$ cat src/rtl/i2c_bus_monitor.sv
// Passive I2C bus observer: detects START/RESTART/STOP, assembles 9-bit byte
// frames and queues one 11-bit record per event in a first-word-fall-through FIFO.
`timescale 1ns/1ps
module i2c_bus_monitor #(
    parameter int FIFO_DEPTH_LOG = 3,
    parameter int SYNC_STAGES    = 2
) (
    input  logic                    clk,
    input  logic                    rst,
    input  logic                    SCL,
    input  logic                    SDA,
    input  logic                    rd_en,
    input  logic                    overflow_clr,
    output logic [10:0]             rec_data,
    output logic                    rec_valid,
    output logic [FIFO_DEPTH_LOG:0] fifo_level,
    output logic                    bus_busy,
    output logic                    overflow
);

    localparam int DEPTH = 1 << FIFO_DEPTH_LOG;
    localparam logic [FIFO_DEPTH_LOG:0] FULL_LEVEL = {1'b1, {FIFO_DEPTH_LOG{1'b0}}};

    localparam logic [1:0] T_START   = 2'b00;
    localparam logic [1:0] T_RESTART = 2'b01;
    localparam logic [1:0] T_BYTE    = 2'b10;
    localparam logic [1:0] T_STOP    = 2'b11;

    typedef enum logic {S_IDLE = 1'b0, S_ACTIVE = 1'b1} state_t;

    logic [SYNC_STAGES-1:0] scl_sync, sda_sync;
    logic                   scl_prev, sda_prev;
    logic                   scl_cur, sda_cur;
    logic                   start_q, stop_q, rise_q, sda_q;
    state_t                 state, next_state;
    logic [3:0]             bit_cnt;
    logic [7:0]             shift_q;
    logic                   push;
    logic [10:0]            push_rec;

    assign scl_cur = scl_sync[SYNC_STAGES-1];
    assign sda_cur = sda_sync[SYNC_STAGES-1];

    // Synchronizers idle high so reset release never looks like a bus edge.
    // NOTE: sequential state is assigned with <= so every flop samples pre-edge values.
    always_ff @(posedge clk or negedge rst) begin
        if (!rst) begin
            scl_sync <= '1;
            sda_sync <= '1;
            scl_prev <= 1'b1;
            sda_prev <= 1'b1;
        end else begin
            scl_sync <= {scl_sync[SYNC_STAGES-2:0], SCL};
            sda_sync <= {sda_sync[SYNC_STAGES-2:0], SDA};
            scl_prev <= scl_cur;
            sda_prev <= sda_cur;
        end
    end

    // Registered conditions: an SDA change while SCL moves is neither START nor STOP.
    always_ff @(posedge clk or negedge rst) begin
        if (!rst) begin
            start_q <= 1'b0;
            stop_q  <= 1'b0;
            rise_q  <= 1'b0;
            sda_q   <= 1'b1;
        end else begin
            start_q <= scl_prev & scl_cur & sda_prev & ~sda_cur;
            stop_q  <= scl_prev & scl_cur & ~sda_prev & sda_cur;
            rise_q  <= ~scl_prev & scl_cur;
            sda_q   <= sda_cur;
        end
    end

    always_ff @(posedge clk or negedge rst) begin
        if (!rst) state <= S_IDLE;
        else      state <= next_state;
    end

    // NOTE: every always_comb output gets a default first so no latch is inferred.
    always_comb begin
        next_state = state;
        case (state)
            S_IDLE:   if (start_q) next_state = S_ACTIVE;
            S_ACTIVE: if (stop_q)  next_state = S_IDLE;
            default:  next_state = S_IDLE;
        endcase
    end

    always_comb begin
        push     = 1'b0;
        push_rec = '0;
        case (state)
            S_IDLE: begin
                if (start_q) begin
                    push     = 1'b1;
                    push_rec = {T_START, 9'b0};
                end
            end
            S_ACTIVE: begin
                if (start_q) begin
                    push     = 1'b1;
                    push_rec = {T_RESTART, 9'b0};
                end else if (stop_q) begin
                    push     = 1'b1;
                    push_rec = {T_STOP, 4'b0, bit_cnt, 1'b0};
                end else if (rise_q && bit_cnt == 4'd8) begin
                    push     = 1'b1;
                    push_rec = {T_BYTE, shift_q, ~sda_q};
                end
            end
            default: ;
        endcase
    end

    assign bus_busy = (state == S_ACTIVE);

    always_ff @(posedge clk or negedge rst) begin
        if (!rst) begin
            bit_cnt <= '0;
            shift_q <= '0;
        end else if (start_q || stop_q) begin
            bit_cnt <= '0;
        end else if (state == S_ACTIVE && rise_q) begin
            if (bit_cnt == 4'd8) begin
                bit_cnt <= '0;
            end else begin
                shift_q <= {shift_q[6:0], sda_q};
                bit_cnt <= bit_cnt + 4'd1;
            end
        end
    end

    logic [10:0]               mem [DEPTH];
    logic [FIFO_DEPTH_LOG-1:0] wr_ptr, rd_ptr;
    logic [FIFO_DEPTH_LOG:0]   count;
    logic                      full, pop, wr_en, drop;

    assign full  = (count == FULL_LEVEL);
    assign pop   = rd_en && rec_valid;
    assign wr_en = push && (!full || pop);
    assign drop  = push && full && !pop;

    // NOTE: storage is not reset; rec_data is masked to zero whenever the FIFO is empty.
    always_ff @(posedge clk) begin
        if (wr_en) mem[wr_ptr] <= push_rec;
    end

    always_ff @(posedge clk or negedge rst) begin
        if (!rst) begin
            wr_ptr <= '0;
            rd_ptr <= '0;
            count  <= '0;
        end else begin
            if (wr_en) wr_ptr <= wr_ptr + 1'b1;
            if (pop)   rd_ptr <= rd_ptr + 1'b1;
            case ({wr_en, pop})
                2'b10:   count <= count + 1'b1;
                2'b01:   count <= count - 1'b1;
                default: count <= count;
            endcase
        end
    end

    // A drop in the same cycle as a clear keeps the flag set.
    always_ff @(posedge clk or negedge rst) begin
        if (!rst)              overflow <= 1'b0;
        else if (drop)         overflow <= 1'b1;
        else if (overflow_clr) overflow <= 1'b0;
    end

    assign rec_valid  = (count != '0);
    assign fifo_level = count;
    assign rec_data   = rec_valid ? mem[rd_ptr] : '0;

endmodule

$ cat config.mk
export PLATFORM = sky130hd
export DESIGN_NAME = i2c_bus_monitor
export DESIGN_NICKNAME = d
export VERILOG_FILES = /design/src/rtl/i2c_bus_monitor.sv
export SDC_FILE = /design/constraint.sdc
export NUM_CORES = 1
export LEC_CHECK = 0
export CAP_MARGIN = 25
export CORE_UTILIZATION = 59
export CTS_CLUSTER_DIAMETER = 50
export DETAILED_ROUTE_END_ITERATION = 12
export MAX_ROUTING_LAYER = met4
export PLACE_DENSITY = 0.88
export SKIP_LAST_GASP = 1
export SLEW_MARGIN = 20
export SYNTH_ARGS = -nofsm -noshare
export SYNTH_HDL_FRONTEND = slang
export SYNTH_SLANG_ARGS = --single-unit
$ cat constraint.sdc
create_clock -name clk -period 3.3 [get_ports clk]
set_input_delay 0.33 -clock clk [delete_from_list [all_inputs] [get_ports clk]]
set_output_delay 0.33 -clock clk [all_outputs]
set_load 0.02 [all_outputs]
* After elaboration in Yosys (flattened, before gate mapping)
Memory sizes are Yosys's and may differ from the RTL's.
Cells that the tools add are included.
** Word-level totals
- Register bits after elaboration :: 33
- Bits in writable memories :: 88
- Input port bits :: 6
- Output and inout port bits :: 18
- Logic and storage cells :: 71
- Memories :: 1
** Memories
- mem :: depth 8, width 11, read ports 1, clocked after memory_dff 0, wr ports 1, RTL line 134 : logic [10:0] mem [DEPTH];
** Operators by class
- $add $sub $neg :: 5
- Equal/unequal tests :: 4
- Mux-type cells :: 20
- Bitwise gates (word level) :: 12
- Reduce and logical (&&, ||, !) cells :: 15
** Operators by type and width (count)
- 11-bit 2-to-1 mux :: 4
- 11-bit one-hot mux with 2 select lines :: 1
- 4-bit 2-to-1 mux :: 3
- 1-bit 2-to-1 mux :: 9
- 4-bit by 1-bit adder with 4-bit output (second input constant) :: 2
- 4-bit equality test (second input constant) :: 2
- 4-bit one-hot mux with 2 select lines :: 1
- 3-bit by 1-bit adder with 3-bit output (second input constant) :: 2
- 1-bit bitwise AND :: 6
- 1-bit logical AND :: 6
- 1-bit NOT :: 6
- 2-bit nonzero test :: 3
- 1-bit one-hot mux with 2 select lines :: 2
- 4-bit nonzero test :: 1
- 4-bit by 1-bit subtractor with 4-bit output (second input constant) :: 1
- 3-bit AND reduction :: 1
- 2-bit by 1-bit equality test with 1-bit output (second input constant) :: 1
- 2-bit equality test (second input constant) :: 1
- 1-bit zero test :: 2
- 1-bit logical OR :: 2

* Depth between registers and ports, before layout
Gate-level depths: netlist of run 1.
- Depth in word-level cells :: 9
- Mapped depth :: 11
- Mapped depth without buffers :: 10

* Worst setup path after synthesis of run 1
OpenSTA, ideal clock, no wires.
- Path type :: reg2reg
- From :: register bit_cnt[0]
- To :: memory mem[1][0] (enable)
- Setup time :: 0.393 ns
- Data arrival time :: 2.145 ns
- Required time :: 2.907 ns
- Path slack :: 0.762 ns
- Stages on the path, launching flop included :: 8
- Buffers on the path :: 1
- Period minus slack after synthesis :: 2.538 ns
- Path through :: dfrtp_1 > inv_1 > ha_1 > nand3b_1 > o21ai_1 > buf_2 > nand3_1 > nor3_1
** Between the ends
- Cells in the longest elaborated chain, start to end :: 9
** RTL lines
- start: declaration :: RTL line 36 : logic [3:0] bit_cnt;
- start signal: assignment :: RTL line 129 : bit_cnt <= bit_cnt + 4'd1;
- 4-bit equality test :: RTL line 107 : end else if (rise_q && bit_cnt == 4'd8) begin
- 1-bit logical AND :: RTL line 107
- 1-bit 2-to-1 mux :: RTL line 107
- 1-bit 2-to-1 mux :: RTL line 104 : end else if (stop_q) begin
- 1-bit 2-to-1 mux :: RTL line 101 : if (start_q) begin
- 1-bit one-hot mux with 2 select lines :: RTL line 93 : case (state)
- 1-bit logical AND :: RTL line 141 : assign wr_en = push && (!full || pop);
- 1-bit 2-to-1 mux :: RTL line 146 : if (wr_en) mem[wr_ptr] <= push_rec;
- 1-bit 2-to-1 mux (not written as such) :: RTL line 146
- end: declaration :: RTL line 134
No other way between the ends.

* Worst setup path after layout of run 1
- From :: register rd_ptr[0]
- To :: output port rec_data[0]
** Between the ends
- Cells in the longest elaborated chain, start to end :: 2
** RTL lines
- start: declaration :: RTL line 135 : logic [FIFO_DEPTH_LOG-1:0] wr_ptr, rd_ptr;
- start signal: assignment :: RTL line 156 : if (pop) rd_ptr <= rd_ptr + 1'b1;
- memory 8 x 11 bit
- 11-bit 2-to-1 mux :: RTL line 174 : assign rec_data = rec_valid ? mem[rd_ptr] : '0;
- end: declaration :: RTL line 14 : output logic [10:0] rec_data,
No other way between the ends.

==> qor.yml, run 1 <==
fin_crit_ns: 3.07
cts-buffers-inserted: 17
grt_setup_unrepaired: "false"
power-per-cell-area_nw_per_um2: 887
layout_commonest_cell: "sky130_fd_sc_hd__edfxtp_1"
cts.root.buffer_cell: "sky130_fd_sc_hd__clkbuf_8"
cp.arrival_ns: 2.74
initial_antenna_violation_count: 0
ff_latch_area_um2: 3480
fmax_ghz: 0.326
finalNonFillerCells: 451
detailroute.via_count: 2675
port_buffer_count: 23
synthDominantCellAreaShare: 0.529
syn_inst: 292
ys_dominant_reg_cell: "sky130_fd_sc_hd__edfxtp_1"
total_die_area_um2: 8830
detail_route.wirelength_um: 9760
async_flop_share: 0.273
worst-r2r-cell-count: 6
ys_seq_elements: 121
hpwl_um: 5730
slew_headroom: 0.302
clk_latency_ns: 0.51
synth-edff-count: 88
placed_cells_incl_taps: 419
critical_path_peak_fanout: 24
floorplan.die.height_um: 94.0
max_cap_viol_count: 0
die-width_um: 94.0
synth_area_leaders: "sky130_fd_sc_hd__edfxtp_1 53%, sky130_fd_sc_hd__dfrtp_1 14%, sky130_fd_sc_hd__mux4_2 9.9%"
grt.total_usage: 0.254
hold_buffers: 0
worstPathRequired_ns: 2.97
via_cell_ratio: 5.93
finalSetupTns_ns: 0
layout_common_cells: "88 x sky130_fd_sc_hd__edfxtp_1, 27 x sky130_fd_sc_hd__nor2_1, 27 x sky130_fd_sc_hd__dfrtp_1"
clock_tree.buffer_depth: 2
ant_nets: 0
cp_slowest_stage_delay_ns: 0.57
number_of_setup_buffers_added_after_cts: 0
clk_pin_slew_worst_paths_ns: 0.06
drc: 0
timing.rr.start: "bit_cnt[0]"
minimum_setup_slack_after_placement_ns: 0.698
path_class: "reg -> out"
syn-cell-area_um2: 4990
fin_nets: 344
top_level_ports: 24
post_cts.resized_instances: 0
drt_iter0_markers: 156
avgRoutedWirePerCell_um: 21.6
syn_avg_cell_area_um2: 17.1
synth_seq_area_share: 0.696
critical_path.startpoint_type: "flop"
final_setup_margin_ns: 0.229
timing.reg2reg.setup_slack_ns: 0.63
leakage_nw: 2.18
multi_input_comb_area_um2: 1430
cpMaxStageDelayCell: "sky130_fd_sc_hd__mux4_2"
cts_tree: "done"
ys.warnings.count: 0
critical_path.cell_chain: "buf_4 -> mux4_2 -> mux2i_1 -> nor2_1 -> clkdlybuf4s50_1"
hold_viol_final: 0
cell_accounting_for_the_most_synthesized_area: "sky130_fd_sc_hd__edfxtp_1"
min_period_over_period: 0.931
hold_class: "in -> async"
run_status: "finished clean"
globalplace.congestion: 0.796
max_slew.worst_pin.slew_ns: 1.04
drv_slew: 0
final.setup_skew_ns: 0.0110
setup_viol: 0
insertedDiodeCount: 0
numClockSinks: 121
post_synth_num_cell_types: 45
area_growth_pct: 20.4
placeableCoreArea_um2: 8220
postSynthNetCount: 303
htree_levels: 4
grt_pass1_vias: 2742
grt_pass1_wl_um: 15100
placementRows: 33
first_pass_drt_iterations: 4
max-vdd-ir-drop_mv: 0.432
drive_gt1_frac: 0.246
nFillCells: 471
worstSetupEndpointType: "output pin"
r2r-end: "mem[3][0]"
grt_max_degree: 34
grt.overflow.total: 0
start_util: 0.607
-- final cells by class --
| type | instances | share of cell area |
|---|---|---|
| clock buffers | 17 | 0.0689 |
| repair buffers | 33 | 0.0508 |
| multi-input cells | 153 | 0.238 |
| inverters | 7 | 0.00437 |
| clock inverters | 15 | 0.0377 |
| flip-flops and latches | 121 | 0.578 |
| well taps | 105 | 0.0219 |
-- synthesized netlist by cell type, types with 3 or more instances --
| cell | n |
|---|---|
| sky130_fd_sc_hd__edfxtp_1 | 88 |
| sky130_fd_sc_hd__nor2_1 | 28 |
| sky130_fd_sc_hd__dfrtp_1 | 27 |
| sky130_fd_sc_hd__mux4_2 | 22 |
| sky130_fd_sc_hd__mux2i_1 | 17 |
| sky130_fd_sc_hd__nand2_1 | 16 |
| sky130_fd_sc_hd__mux2_4 | 8 |
| sky130_fd_sc_hd__and2_1 | 6 |
| sky130_fd_sc_hd__dfstp_2 | 6 |
| sky130_fd_sc_hd__inv_1 | 6 |
| sky130_fd_sc_hd__xnor2_1 | 6 |
| sky130_fd_sc_hd__a21oi_1 | 5 |
| sky130_fd_sc_hd__ha_1 | 5 |
| sky130_fd_sc_hd__nand3_1 | 5 |
| sky130_fd_sc_hd__nor3_1 | 4 |
| sky130_fd_sc_hd__clkbuf_1 | 3 |
| sky130_fd_sc_hd__nor3b_1 | 3 |
-- worst max-delay path by stage --
stage | start | to | slack (ns) | cells after the start
floorplan | bit_cnt[0] | mem[1][0] | 0.76 | 7
global placement | rd_ptr[0] | rec_data[0] | 0.86 | 5
detailed placement | bit_cnt[0] | mem[2][7] | 0.70 | 6
CTS | rd_ptr[0] | rec_data[0] | 0.18 | 5
global route | rd_ptr[0] | rec_data[0] | 0.12 | 5
finish | rd_ptr[0] | rec_data[0] | 0.23 | 5
-- flip-flops by register name, summed over array words and instances (netlist names) --
signal and flops:
scl_prev 1, wr_ptr 3, shift_q 8, sda_q 1, stop_q 1, bus_busy 1, fifo_level 4, overflow 1
mem 88, scl_sync 2, bit_cnt 4, rise_q 1, rd_ptr 3, sda_sync 2, start_q 1
-- where the power goes --
group	leakage (nW)	internal [mW]	switching, mW
sequential	1.19	1.77	0.180
combinational	0.693	0.728	0.688
clock	0.304	1.30	0.658
total	2.18	3.80	1.53
-- routing by layer --
metal | vias to the layer above | track usage | wire, um
met4 | 0 | 0.101 | 124
met2 | 90 | 0.397 | 5150
met3 | 12 | 0.0688 | 426
met1 | 1372 | 0.320 | 4060
li1 | 1201 | - | -
met5 | - | - | 0
-- cell families after synthesis --
family	after synthesis	share of synthesized area
flip-flops	121	0.696
multiplexers	50	0.165
AND/OR/NAND/NOR	77	0.0780
AO/OA/AOI/OAI	15	0.0193
XOR/XNOR	6	0.0105
buffers and inverters	18	0.0185
adder cells (fa/ha/maj)	5	0.0125
-- per-stage QoR --
step | utilization | power (mW) | hold slack (ns) | area [um2]
finish | 0.732 | 5.33 | 0.228 | 6010
global route | 0.732 | 5.53 | 0.221 | 6010
CTS | 0.730 | 5.36 | 0.218 | 6000
detailed placement | 0.653 | 3.37 | 0.347 | 5360
global placement | 0.653 | 3.31 | 0.350 | 5360
floorplan | - | 2.88 | 0.0344 | 4990
-- critical path: cells and delay by family (launching register included) --
family,cells,cell delay (ns)
mux,2,0.84
flops,1,0.33
simple gates,1,0.09
buf+inv,2,0.96
Power figures use the tool's default switching activity.
==> run 2, diff against run 1 <==
--- a/config.mk
+++ b/config.mk
@@ -12,7 +12,6 @@
 export MAX_ROUTING_LAYER = met4
 export PLACE_DENSITY = 0.88
 export SKIP_LAST_GASP = 1
-export SLEW_MARGIN = 20
 export SYNTH_ARGS = -nofsm -noshare
 export SYNTH_HDL_FRONTEND = slang
 export SYNTH_SLANG_ARGS = --single-unit
==> qor.yml, run 2 (synthesized netlist as in run 1, its figures left out) <==
largestRegisters: "mem: 88 flops, shift_q: 8 flops"
setup_viol: 0
grt_max_degree: 34
critical_path.startpoint_type: "flop"
grt_pass1_wl_um: 15100
ant_nets: 0
hold_class: "in -> async"
grt_pass1_vias: 2742
hold_viol_final: 0
drt_iter0_markers: 183
floorplan.die.height_um: 94.0
layout_common_cells: "88 x sky130_fd_sc_hd__edfxtp_1, 28 x sky130_fd_sc_hd__nor2_1, 27 x sky130_fd_sc_hd__dfrtp_1"
timing.reg2reg.setup_slack_ns: 0.66
fin_hold_ws_ns: 0.221
via_cell_ratio: 5.95
grt.overflow.total: 0
power-per-cell-area_nw_per_um2: 885
final.setup_skew_ns: 0.00640
finalSetupTns_ns: 0
max_slew.worst_pin.slew_ns: 1.02
cts_tree: "done"
cp.arrival_ns: 2.74
die-width_um: 94.0
largest_reg_flops: 88
max_cap_viol_count: 0
initial_antenna_violation_count: 0
avgRoutedWirePerCell_um: 21.4
critical_path_peak_fanout: 24
hold_buffers: 0
nFillCells: 470
worstPathRequired_ns: 2.97
detail_route.wirelength_um: 9690
insertedDiodeCount: 0
slew_headroom: 0.318
total_die_area_um2: 8830
fmax_ghz: 0.326
fin_nets: 346
min_period_over_period: 0.929
r2r-end: "mem[3][8]"
post_cts.resized_instances: 0
hpwl_um: 5730
clk_pin_slew_worst_paths_ns: 0.06
fin_crit_ns: 3.07
first_pass_drt_iterations: 4
grt_setup_unrepaired: "false"
area_growth_pct: 20.5
timing.rr.start: "bit_cnt[0]"
largest_register: "mem"
numClockSinks: 121
run_status: "finished clean"
placeableCoreArea_um2: 8220
drc: 0
globalplace.congestion: 0.796
final_setup_margin_ns: 0.233
leakage_nw: 2.19
max-vdd-ir-drop_mv: 0.436
drive_gt1_frac: 0.244
number_of_setup_buffers_added_after_cts: 0
worstSetupEndpointType: "output pin"
htree_levels: 4
detailroute.via_count: 2694
layout_commonest_cell: "sky130_fd_sc_hd__edfxtp_1"
port_buffer_count: 23
start_util: 0.607
clock_tree.buffer_depth: 2
minimum_setup_slack_after_placement_ns: 0.698
fin_util: 0.732
placementRows: 33
cts-buffers-inserted: 17
worst-r2r-cell-count: 6
finalPower_mw: 5.33
cts.root.buffer_cell: "sky130_fd_sc_hd__clkbuf_8"
top_level_ports: 24
grt.total_usage: 0.254
drv_slew: 0
path_class: "reg -> out"
clk_latency_ns: 0.51
## run 2: changes by cell type in the layout (fill, tap and decap cells not counted)
cell	before	now
sky130_fd_sc_hd__buf_4	10	11
sky130_fd_sc_hd__clkbuf_2	0	1
sky130_fd_sc_hd__nor2_1	27	28
sky130_fd_sc_hd__nor2_2	1	0
sky130_fd_sc_hd__nor4_1	0	1
sky130_fd_sc_hd__nor4_2	1	0
## run 2: final cells by class
cell class / count / area [um2] / area share
sequential: 121 / 3480 / 0.578
multi-input combinational: 153 / 1420 / 0.237
tap: 105 / 131 / 0.0218
inverter: 7 / 26.3 / 0.00437
clock inverter: 15 / 226 / 0.0377
clock buffer: 17 / 414 / 0.0689
timing repair buffer: 35 / 318 / 0.0528
## run 2: how the worst max path moves through the flow
stage                              to  cells after the start       start
after global placement    rec_data[0]                      5   rd_ptr[0]
final                     rec_data[0]                      5   rd_ptr[0]
after CTS                 rec_data[0]                      5   rd_ptr[0]
after detailed placement    mem[2][7]                      6  bit_cnt[0]
after floorplan             mem[1][0]                      7  bit_cnt[0]
after global routing      rec_data[0]                      5   rd_ptr[0]
## run 2: per-stage QoR
stage          instance area, um2  instances
2_1_floorplan                4990        292
3_3_place_gp                 5360        419
3_5_place_dp                 5360        419
4_1_cts                      6000        451
5_1_grt                      6010        453
6_report                     6010        453
## run 2: critical path, cell delays in order, from the launching register on
cell and delay, ns:
sky130_fd_sc_hd__dfrtp_1 0.33, sky130_fd_sc_hd__buf_4 0.41, sky130_fd_sc_hd__mux4_2 0.57, sky130_fd_sc_hd__mux2i_1 0.26, sky130_fd_sc_hd__nor2_1 0.09, sky130_fd_sc_hd__clkdlybuf4s50_1 0.56
## run 2: power breakdown
| part | internal (mW) | switching (mW) |
|---|---|---|
| Clock | 1.30 | 0.661 |
| Sequential | 1.77 | 0.180 |
| Combinational | 0.729 | 0.681 |
## run 2: per-layer routing
layer / global-route usage / vias to the layer above / part of all wire
met5: - / - / 0
met4: 0.101 / 0 / 0.022
met3: 0.0688 / 16 / 0.047
met2: 0.397 / 100 / 0.53
met1: 0.320 / 1372 / 0.40
li1: - / 1206 / -
==> run 3, diff against run 2 <==
--- a/config.mk
+++ b/config.mk
@@ -10,7 +10,7 @@
 export CTS_CLUSTER_DIAMETER = 50
 export DETAILED_ROUTE_END_ITERATION = 12
 export MAX_ROUTING_LAYER = met4
-export PLACE_DENSITY = 0.88
+export PLACE_DENSITY = 0.78
 export SKIP_LAST_GASP = 1
 export SYNTH_ARGS = -nofsm -noshare
 export SYNTH_HDL_FRONTEND = slang
==> qor.yml, run 3 (synthesized netlist as in run 1, its figures left out) <==
run_status: "finished clean"
fin_nets: 347
minimum_setup_slack_after_placement_ns: 0.800
avgRoutedWirePerCell_um: 20.4
via_cell_ratio: 5.94
globalplace.congestion: 0.741
power-per-cell-area_nw_per_um2: 850
final_setup_margin_ns: 0.327
grt.total_usage: 0.249
area_growth_pct: 19.2
total_die_area_um2: 8830
multi_input_comb_area_um2: 1420
ff_latch_area_um2: 3480
final.setup_skew_ns: 0.00732
grt.overflow.total: 0
start_util: 0.607
hold_buffers: 0
die-width_um: 94.0
worst-r2r-cell-count: 10
post_cts.resized_instances: 0
cts.root.buffer_cell: "sky130_fd_sc_hd__clkbuf_8"
max_cap_viol_count: 0
placementRows: 33
htree_levels: 4
hold_class: "in -> async"
grt_pass1_wl_um: 15100
leakage_nw: 2.15
design_area_um2: 5950
drive_gt1_frac: 0.244
critical_path_peak_fanout: 24
fin_crit_ns: 2.97
path_class: "reg -> out"
layout_common_cells: "88 x sky130_fd_sc_hd__edfxtp_1, 28 x sky130_fd_sc_hd__nor2_1, 27 x sky130_fd_sc_hd__dfrtp_1"
clk_pin_slew_worst_paths_ns: 0.06
critical_path.startpoint_type: "flop"
cts_tree: "done"
insertedDiodeCount: 0
worstSetupEndpointType: "output pin"
finalPower_mw: 5.06
min_period_over_period: 0.901
drc: 0
cts-buffers-inserted: 17
max-vdd-ir-drop_mv: 0.513
drt_iter0_markers: 174
max_slew.worst_pin.slew_ns: 0.795
initial_antenna_violation_count: 0
cp.arrival_ns: 2.64
slew_headroom: 0.470
nFillCells: 491
floorplan.die.height_um: 94.0
drv_slew: 0
placed_cells_incl_taps: 422
largest_reg_flops: 88
largest_register: "mem"
finalNonFillerCells: 454
placeableCoreArea_um2: 8220
worstPathRequired_ns: 2.97
largestRegisters: "mem: 88 flops, shift_q: 8 flops"
port_buffer_count: 23
clock_tree.buffer_depth: 2
fin_util: 0.724
detailroute.via_count: 2696
hold_viol_final: 0
timing.rr.start: "fifo_level[1]"
number_of_setup_buffers_added_after_cts: 0
layout_commonest_cell: "sky130_fd_sc_hd__edfxtp_1"
finalSetupTns_ns: 0
grt_pass1_vias: 2766
r2r-end: "fifo_level[2]"
timing.reg2reg.setup_slack_ns: 0.86
hpwl_um: 5590
fmax_ghz: 0.336
numClockSinks: 121
detail_route.wirelength_um: 9270
top_level_ports: 24
first_pass_drt_iterations: 5
grt_max_degree: 34
worst_setup_path_startpoint: "rd_ptr[0]"
grt_setup_unrepaired: "false"
clk_latency_ns: 0.50
ant_nets: 0
fin_hold_ws_ns: 0.219
place_area_um2: 5380
setup_viol: 0
run 3: cell types whose count changed in the layout (fill, tap and decap cells not counted):
cell / change
sky130_fd_sc_hd__clkinvlp_4: +4
sky130_fd_sc_hd__bufinv_16: -3
sky130_fd_sc_hd__clkinv_4: -3
sky130_fd_sc_hd__buf_4: +2
sky130_fd_sc_hd__clkbuf_2: -1
sky130_fd_sc_hd__clkinv_1: +1
sky130_fd_sc_hd__inv_6: +1
run 3: layer usage:
layer  part of all wire  routed length [um]  GRT usage
met1               0.43                4020      0.329
met2               0.49                4500      0.372
met3              0.058                 541     0.0631
met4              0.023                 212      0.108
met5                  0                   0          -
run 3: worst max path at each step:
stage / end / depth (start not counted)
floorplan: mem[1][0] / 7
global placement: rec_data[0] / 5
detailed placement: rec_data[6] / 5
CTS: rec_data[6] / 5
global route: rec_data[4] / 5
finish: rec_data[6] / 5
run 3: layout make-up:
type	instances	share of cell area
multi-input cells	153	0.239
clock inverters	15	0.0257
flip-flops and latches	121	0.584
clock buffers	17	0.0696
repair buffers	36	0.0551
well taps	105	0.0221
inverters	7	0.00442
run 3: worst max-delay path, cell delays in order (launching register included):
cell and delay [ns]:
sky130_fd_sc_hd__dfrtp_1 0.32, sky130_fd_sc_hd__buf_4 0.39, sky130_fd_sc_hd__mux4_2 0.56, sky130_fd_sc_hd__mux2i_1 0.22
sky130_fd_sc_hd__nor2_1 0.07, sky130_fd_sc_hd__clkdlybuf4s50_1 0.55
run 3: report_power, final:
group          leakage [nW]  switching, mW  total [mW]  internal (mW)
clock                 0.256          0.663        1.73           1.07
sequential             1.19          0.213        1.98           1.77
combinational         0.710          0.625        1.34          0.717
total                  2.15           1.50        5.06           3.56
